[src/rtl/dcacheread_arbiter_if.sv]
// Bundle of the two requester ports and the cache-side read port of the data-cache read arbiter.
// The slave modport is the arbiter's view of the bus; master is the environment's view.
interface dcacheread_arbiter_if;
    logic        r0_do;
    logic        r0_done;
    logic [3:0]  r0_length;
    logic        r0_cache_disable;
    logic [31:0] r0_address;
    logic [63:0] r0_data;

    logic        r1_do;
    logic        r1_done;
    logic [3:0]  r1_length;
    logic        r1_cache_disable;
    logic [31:0] r1_address;
    logic [63:0] r1_data;

    logic        resp_do;
    logic        resp_done;
    logic [3:0]  resp_length;
    logic        resp_cache_disable;
    logic [31:0] resp_address;
    logic [63:0] resp_data;

    logic        busy;
    logic        owner;

    modport slave (
        input  r0_do, r0_length, r0_cache_disable, r0_address,
        output r0_done, r0_data,
        input  r1_do, r1_length, r1_cache_disable, r1_address,
        output r1_done, r1_data,
        output resp_do, resp_length, resp_cache_disable, resp_address,
        input  resp_done, resp_data,
        output busy, owner
    );

    modport master (
        output r0_do, r0_length, r0_cache_disable, r0_address,
        input  r0_done, r0_data,
        output r1_do, r1_length, r1_cache_disable, r1_address,
        input  r1_done, r1_data,
        input  resp_do, resp_length, resp_cache_disable, resp_address,
        output resp_done, resp_data,
        input  busy, owner
    );
endinterface

[src/rtl/dcacheread_arbiter.sv]
// Two-requester arbiter/sequencer for the single data-cache read port.
// Define DCACHEREAD_ARB_RR_EN for round-robin arbitration; otherwise requester 0 has fixed priority.
//
// state | meaning
// IDLE  | no transaction; grant on the next edge if any request is up
// BUSY0 | cache read running on behalf of requester 0
// BUSY1 | cache read running on behalf of requester 1
module dcacheread_arbiter (
    input  logic                 clk,
    input  logic                 rst_n,
    dcacheread_arbiter_if.slave  bus
);

    typedef enum logic [1:0] {
        IDLE  = 2'd0,
        BUSY0 = 2'd1,
        BUSY1 = 2'd2
    } state_t;

    state_t      state_q, state_d;
    logic [3:0]  len_q, len_d;
    logic        cd_q, cd_d;
    logic [31:0] addr_q, addr_d;
    logic        abort_q, abort_d;

    logic any_req;
    logic win;
    logic owner_do;

    assign any_req  = bus.r0_do | bus.r1_do;
    assign owner_do = (state_q == BUSY1) ? bus.r1_do : bus.r0_do;

`ifdef DCACHEREAD_ARB_RR_EN
    logic prio_q, prio_d;

    // A lone requester always wins; prio_q only breaks ties.
    assign win = (bus.r0_do & bus.r1_do) ? prio_q : bus.r1_do;
`else
    assign win = ~bus.r0_do;
`endif

    always_comb begin
        state_d = state_q;
        len_d   = len_q;
        cd_d    = cd_q;
        addr_d  = addr_q;
        abort_d = abort_q;
`ifdef DCACHEREAD_ARB_RR_EN
        prio_d  = prio_q;
`endif
        case (state_q)
            IDLE: begin
                if (any_req) begin
                    state_d = win ? BUSY1 : BUSY0;
                    len_d   = win ? bus.r1_length        : bus.r0_length;
                    cd_d    = win ? bus.r1_cache_disable : bus.r0_cache_disable;
                    addr_d  = win ? bus.r1_address       : bus.r0_address;
                    abort_d = 1'b0;
`ifdef DCACHEREAD_ARB_RR_EN
                    prio_d  = ~win;
`endif
                end
            end
            BUSY0, BUSY1: begin
                // A withdrawn request still lets the cache finish; only the done is swallowed.
                if (bus.resp_done) begin
                    state_d = IDLE;
                end else if (!owner_do) begin
                    abort_d = 1'b1;
                end
            end
            default: state_d = IDLE;
        endcase
    end

    always_ff @(posedge clk) begin
        if (!rst_n) begin
            state_q <= IDLE;
            len_q   <= 4'd0;
            cd_q    <= 1'b0;
            addr_q  <= 32'd0;
            abort_q <= 1'b0;
`ifdef DCACHEREAD_ARB_RR_EN
            prio_q  <= 1'b0;
`endif
        end else begin
            state_q <= state_d;
            len_q   <= len_d;
            cd_q    <= cd_d;
            addr_q  <= addr_d;
            abort_q <= abort_d;
`ifdef DCACHEREAD_ARB_RR_EN
            prio_q  <= prio_d;
`endif
        end
    end

    assign bus.resp_do            = (state_q != IDLE);
    assign bus.resp_length        = len_q;
    assign bus.resp_cache_disable = cd_q;
    assign bus.resp_address       = addr_q;

    assign bus.r0_done = (state_q == BUSY0) & bus.resp_done & ~abort_q & bus.r0_do;
    assign bus.r1_done = (state_q == BUSY1) & bus.resp_done & ~abort_q & bus.r1_do;
    assign bus.r0_data = bus.resp_data;
    assign bus.r1_data = bus.resp_data;

    assign bus.busy  = (state_q != IDLE);
    assign bus.owner = (state_q == BUSY1);

endmodule

[src/flat_wrapper.sv]
// flat-port wrapper written by rule: the top's interface ports become plain ports
module dcacheread_arbiter_flat 
  (clk, rst_n, bus_r0_do, bus_r0_length, bus_r0_cache_disable, bus_r0_address, bus_r0_done, bus_r0_data, bus_r1_do, bus_r1_length, bus_r1_cache_disable, bus_r1_address, bus_r1_done, bus_r1_data, bus_resp_do, bus_resp_length, bus_resp_cache_disable, bus_resp_address, bus_resp_done, bus_resp_data, bus_busy, bus_owner);
  dcacheread_arbiter_if bus_i ();
  input  logic clk;
  input  logic rst_n;
  input wire logic [$bits(bus_i.r0_do)-1:0] bus_r0_do;
  input wire logic [$bits(bus_i.r0_length)-1:0] bus_r0_length;
  input wire logic [$bits(bus_i.r0_cache_disable)-1:0] bus_r0_cache_disable;
  input wire logic [$bits(bus_i.r0_address)-1:0] bus_r0_address;
  output wire logic [$bits(bus_i.r0_done)-1:0] bus_r0_done;
  output wire logic [$bits(bus_i.r0_data)-1:0] bus_r0_data;
  input wire logic [$bits(bus_i.r1_do)-1:0] bus_r1_do;
  input wire logic [$bits(bus_i.r1_length)-1:0] bus_r1_length;
  input wire logic [$bits(bus_i.r1_cache_disable)-1:0] bus_r1_cache_disable;
  input wire logic [$bits(bus_i.r1_address)-1:0] bus_r1_address;
  output wire logic [$bits(bus_i.r1_done)-1:0] bus_r1_done;
  output wire logic [$bits(bus_i.r1_data)-1:0] bus_r1_data;
  output wire logic [$bits(bus_i.resp_do)-1:0] bus_resp_do;
  output wire logic [$bits(bus_i.resp_length)-1:0] bus_resp_length;
  output wire logic [$bits(bus_i.resp_cache_disable)-1:0] bus_resp_cache_disable;
  output wire logic [$bits(bus_i.resp_address)-1:0] bus_resp_address;
  input wire logic [$bits(bus_i.resp_done)-1:0] bus_resp_done;
  input wire logic [$bits(bus_i.resp_data)-1:0] bus_resp_data;
  output wire logic [$bits(bus_i.busy)-1:0] bus_busy;
  output wire logic [$bits(bus_i.owner)-1:0] bus_owner;
  assign bus_i.r0_do = bus_r0_do;
  assign bus_i.r0_length = bus_r0_length;
  assign bus_i.r0_cache_disable = bus_r0_cache_disable;
  assign bus_i.r0_address = bus_r0_address;
  assign bus_r0_done = bus_i.r0_done;
  assign bus_r0_data = bus_i.r0_data;
  assign bus_i.r1_do = bus_r1_do;
  assign bus_i.r1_length = bus_r1_length;
  assign bus_i.r1_cache_disable = bus_r1_cache_disable;
  assign bus_i.r1_address = bus_r1_address;
  assign bus_r1_done = bus_i.r1_done;
  assign bus_r1_data = bus_i.r1_data;
  assign bus_resp_do = bus_i.resp_do;
  assign bus_resp_length = bus_i.resp_length;
  assign bus_resp_cache_disable = bus_i.resp_cache_disable;
  assign bus_resp_address = bus_i.resp_address;
  assign bus_i.resp_done = bus_resp_done;
  assign bus_i.resp_data = bus_resp_data;
  assign bus_busy = bus_i.busy;
  assign bus_owner = bus_i.owner;
  dcacheread_arbiter u_core (.clk(clk), .rst_n(rst_n), .bus(bus_i));
endmodule
[config.mk]
export PLATFORM = sky130hd
export DESIGN_NAME = dcacheread_arbiter_flat
export DESIGN_NICKNAME = d
export VERILOG_FILES = /design/src/rtl/dcacheread_arbiter_if.sv /design/src/rtl/dcacheread_arbiter.sv /design/src/flat_wrapper.sv
export SDC_FILE = /design/constraint.sdc
export NUM_CORES = 1
export LEC_CHECK = 0
export ABC_CLOCK_PERIOD_IN_PS = 1900
export BUFFER_PORTS_ARGS = -buffer_cell sky130_fd_sc_hd__buf_4
export CORE_AREA = 3 3 119 121
export CTS_BUF_LIST = sky130_fd_sc_hd__clkbuf_16
export DETAILED_ROUTE_END_ITERATION = 12
export DIE_AREA = 0 0 122 124
export GPL_TIMING_DRIVEN = 0
export PLACE_DENSITY = 0.53
export SLEW_MARGIN = 25
export SYNTH_ARGS = -nofsm -noshare
export SYNTH_HDL_FRONTEND = slang
export SYNTH_SLANG_ARGS = --single-unit
export TNS_END_PERCENT = 1
[constraint.sdc]
create_clock -name clk -period 1.9 [get_ports clk]
set_input_delay 0.285 -clock clk [delete_from_list [all_inputs] [get_ports clk]]
set_output_delay 0.285 -clock clk [all_outputs]
set_load 0.05 [all_outputs]
==> impl_metrics.env <==
export IMPL_cts_root_buf="clkbuf_16"
export IMPL_cp_slowest_cell="dfxtp_1"
export IMPL_avgSynthCellArea_um2=9.161
export IMPL_cts_setup_buffers=0
export IMPL_ir_worst_vdd_v=0.0004701
export IMPL_cts_resized=0
export IMPL_syn_nets=470
export IMPL_nets=723
export IMPL_arrival_ps=1400
export IMPL_area_delta_synth_final_pct=75.56
export IMPL_wl_per_cell_um=14.78
export IMPL_place_congestion=0.7126
export IMPL_hold_viol=0
export IMPL_p_switching_uw=1715
export IMPL_cap_violations=0
export IMPL_power_density_nw_per_um2=785.0
export IMPL_status="finished clean"
export IMPL_routed_via_density=3.902
export IMPL_drc=0
export IMPL_critPathTopFamily="buffers and inverters"
export IMPL_start_util_pct=22.43
export IMPL_rsz0062_at_grt="no"
export IMPL_endpoint_kind="output port"
export IMPL_pwr_share_clk_pct=23.1
export IMPL_skew_ps=7.579
export IMPL_switching_share_pct=42.07
export IMPL_htreeDepth=2
export IMPL_yosys_register_bits=40
export IMPL_cts_sinks=40
export IMPL_tightest_slew_ps=496.8
export IMPL_finalSetupViolations=0
export IMPL_dr_pass1_iters=4
export IMPL_layout_common_cells="buf_4, dfxtp_1, nand2_1, mux2i_1, o211a_1"
export IMPL_tns_ps=0
export IMPL_period_share_pct=88.65
export IMPL_synth_yosys_seq_area_share_pct=27.06
export IMPL_seq_power_share_pct=24.9
export IMPL_antenna_left=0
export IMPL_synth_cell_types=23
export IMPL_numCtsBuffers=5
export IMPL_grt_overflow=0
export IMPL_grt_pass1_vias=2926
export IMPL_dp_cells=745
export IMPL_fin_cells=753
export IMPL_grt_pass1_wl_um=15730
export IMPL_antenna_cells=0
export IMPL_combinationalPowerShare_pct=51.9
export IMPL_die_y_um=124
export IMPL_holdBufCountCts=0
export IMPL_min_period_ps=1684
export IMPL_clkLatencyLatePin_ps=280
export IMPL_die_x_um=122
export IMPL_cp_required_ps=1620
export IMPL_worst_setup_path_start_kind="flop"
export IMPL_clock_fmax_mhz=593.7
export IMPL_path_cells="inv_1 > ha_1 > inv_1 > buf_4 > buf_4"
export IMPL_dieArea_um2=15130
export IMPL_port_buffers=246
export IMPL_ys_warn_count=0
export IMPL_num_rows=42
export IMPL_grt_antenna_before_repair=0
export IMPL_netlist_area_um2=2959
export IMPL_critical_path_buf_inv_count=4
export IMPL_io_pins=313
export IMPL_grt_max_degree=13
export IMPL_clock_path_buffers=2
export IMPL_finalPower_uw=4078
export IMPL_cts_clk_slew_worst_paths_ps=60
export IMPL_critPathMaxFanout=6
export IMPL_final_layout_size_suffix_gt1_share_pct=68.46
export IMPL_dp_hpwl_um=9726
export IMPL_totalWireLength_um=11130
export IMPL_grt_usage_pct=13.24
export IMPL_finalMaxSlewViolations=0
export IMPL_cts_tree="built"
export IMPL_internal_power_uw=2362
export IMPL_core_um2=13190
export IMPL_slew_headroom_pct=66.88
export IMPL_cpPeakStageDelay_ps=380
export IMPL_via_count=2938
export IMPL_p_leak_uw=0.003091
export IMPL_synth_cells=323
export IMPL_n_fill_cell=1351
export IMPL_layout_commonest_cell="buf_4"
export IMPL_dr_first_iter_drc_count=63
export IMPL_hold_class="in2reg"
export IMPL_crit_type="reg2out"
metrics by stage:
stage,setup WS [ps],utilization (%),cell area (um2),hold slack (ps)
2_1_floorplan,327.8,-,2964,472.8
3_3_place_gp,232.9,38.14,5031,481.9
3_5_place_dp,198.7,38.14,5031,486.9
4_1_cts,186.5,39.39,5195,339.5
5_1_grt,68.83,39.39,5195,355.3
6_report,215.7,39.39,5195,346.7
cell families (layout without fill, tap and decap cells):
| logic type | after synthesis | count (layout) | synth area share [%] |
|---|---|---|---|
| mux | 37 | 37 | 12.52 |
| compound gates | 45 | 45 | 14.17 |
| simple gates | 48 | 48 | 7.146 |
| fa+ha+maj | 4 | 4 | 1.691 |
| buf+inv | 149 | 403 | 37.42 |
| flops | 40 | 40 | 27.06 |
worst register-to-register path: stages (launching register included):
cell and delay (ps):
dfxtp_1 320, inv_1 100, ha_1 250, o21a_1 180
clkbuf_1 410, nand2_1 110, o211a_1 150
sequential cells by signal, indices dropped and copies added, names as in the netlist:
signal,count
u_core.bus.resp_address,32
u_core.bus.resp_length,4
u_core.bus.resp_cache_disable,1
u_core.abort_q,1
u_core.state_q,2
cell usage after synthesis:
library cell / count / share of area (%)
and3b_1: 1 / 0.30
clkbuf_1: 5 / 0.63
dfxtp_1: 40 / 27
a41oi_1: 1 / 0.30
buf_2: 3 / 0.51
nor2_1: 1 / 0.13
buf_6: 7 / 2.7
buf_4: 131 / 33
nand3_1: 1 / 0.17
o211a_1: 37 / 13
nand2_1: 38 / 4.8
a21oi_1: 1 / 0.17
a21boi_0: 1 / 0.25
nor2b_1: 2 / 0.42
or3b_1: 1 / 0.30
nand2b_1: 2 / 0.42
nor3b_1: 1 / 0.25
ha_1: 4 / 1.7
inv_1: 3 / 0.38
mux2i_1: 37 / 13
and4b_1: 1 / 0.34
o21a_1: 1 / 0.25
o21ai_0: 4 / 0.68
path summary, 6_finish.rpt:
path	endpoint	slack (ps)	cells after the start	startpoint
max	bus_resp_do	220	5	u_core.state_q[1]
min	u_core.bus.resp_address[26]	350	4	bus_r0_address[26]
max reg2reg	u_core.bus.resp_address[1]	280	6	u_core.state_q[0]
min reg2reg	u_core.bus.resp_address[5]	500	1	u_core.bus.resp_address[5]
routing by layer:
layer	vias up	track usage (%)	share of wire (%)
li1	1459	-	-
met1	1323	13.59	34
met2	153	26.04	55
met3	3	4.496	11
met4	0	2.521	0.46
met5	-	0	0
power by group through the flow:
stage,clock network (uW),registers [uW],logic [uW]
final,944,1020,2120
after global routing,1010,1030,2240
after CTS,978,1020,2150
after detailed placement,0,1030,2140
after global placement,0,1030,2140
after floorplan,0,1400,1120
final cells by class:
| class | instances | area, um2 | area share [%] |
|---|---|---|---|
| sequential | 40 | 800.8 | 15.41 |
| tap | 176 | 220.2 | 4.239 |
| multi-input combinational | 134 | 1056 | 20.33 |
| buffer | 146 | 1096 | 21.10 |
| timing repair buffer | 246 | 1847 | 35.55 |
| clock inverter | 3 | 38.79 | 0.7466 |
| inverter | 3 | 11.26 | 0.2168 |
| clock buffer | 5 | 125.1 | 2.408 |
No activity file was read; power rests on OpenSTA's default activity.
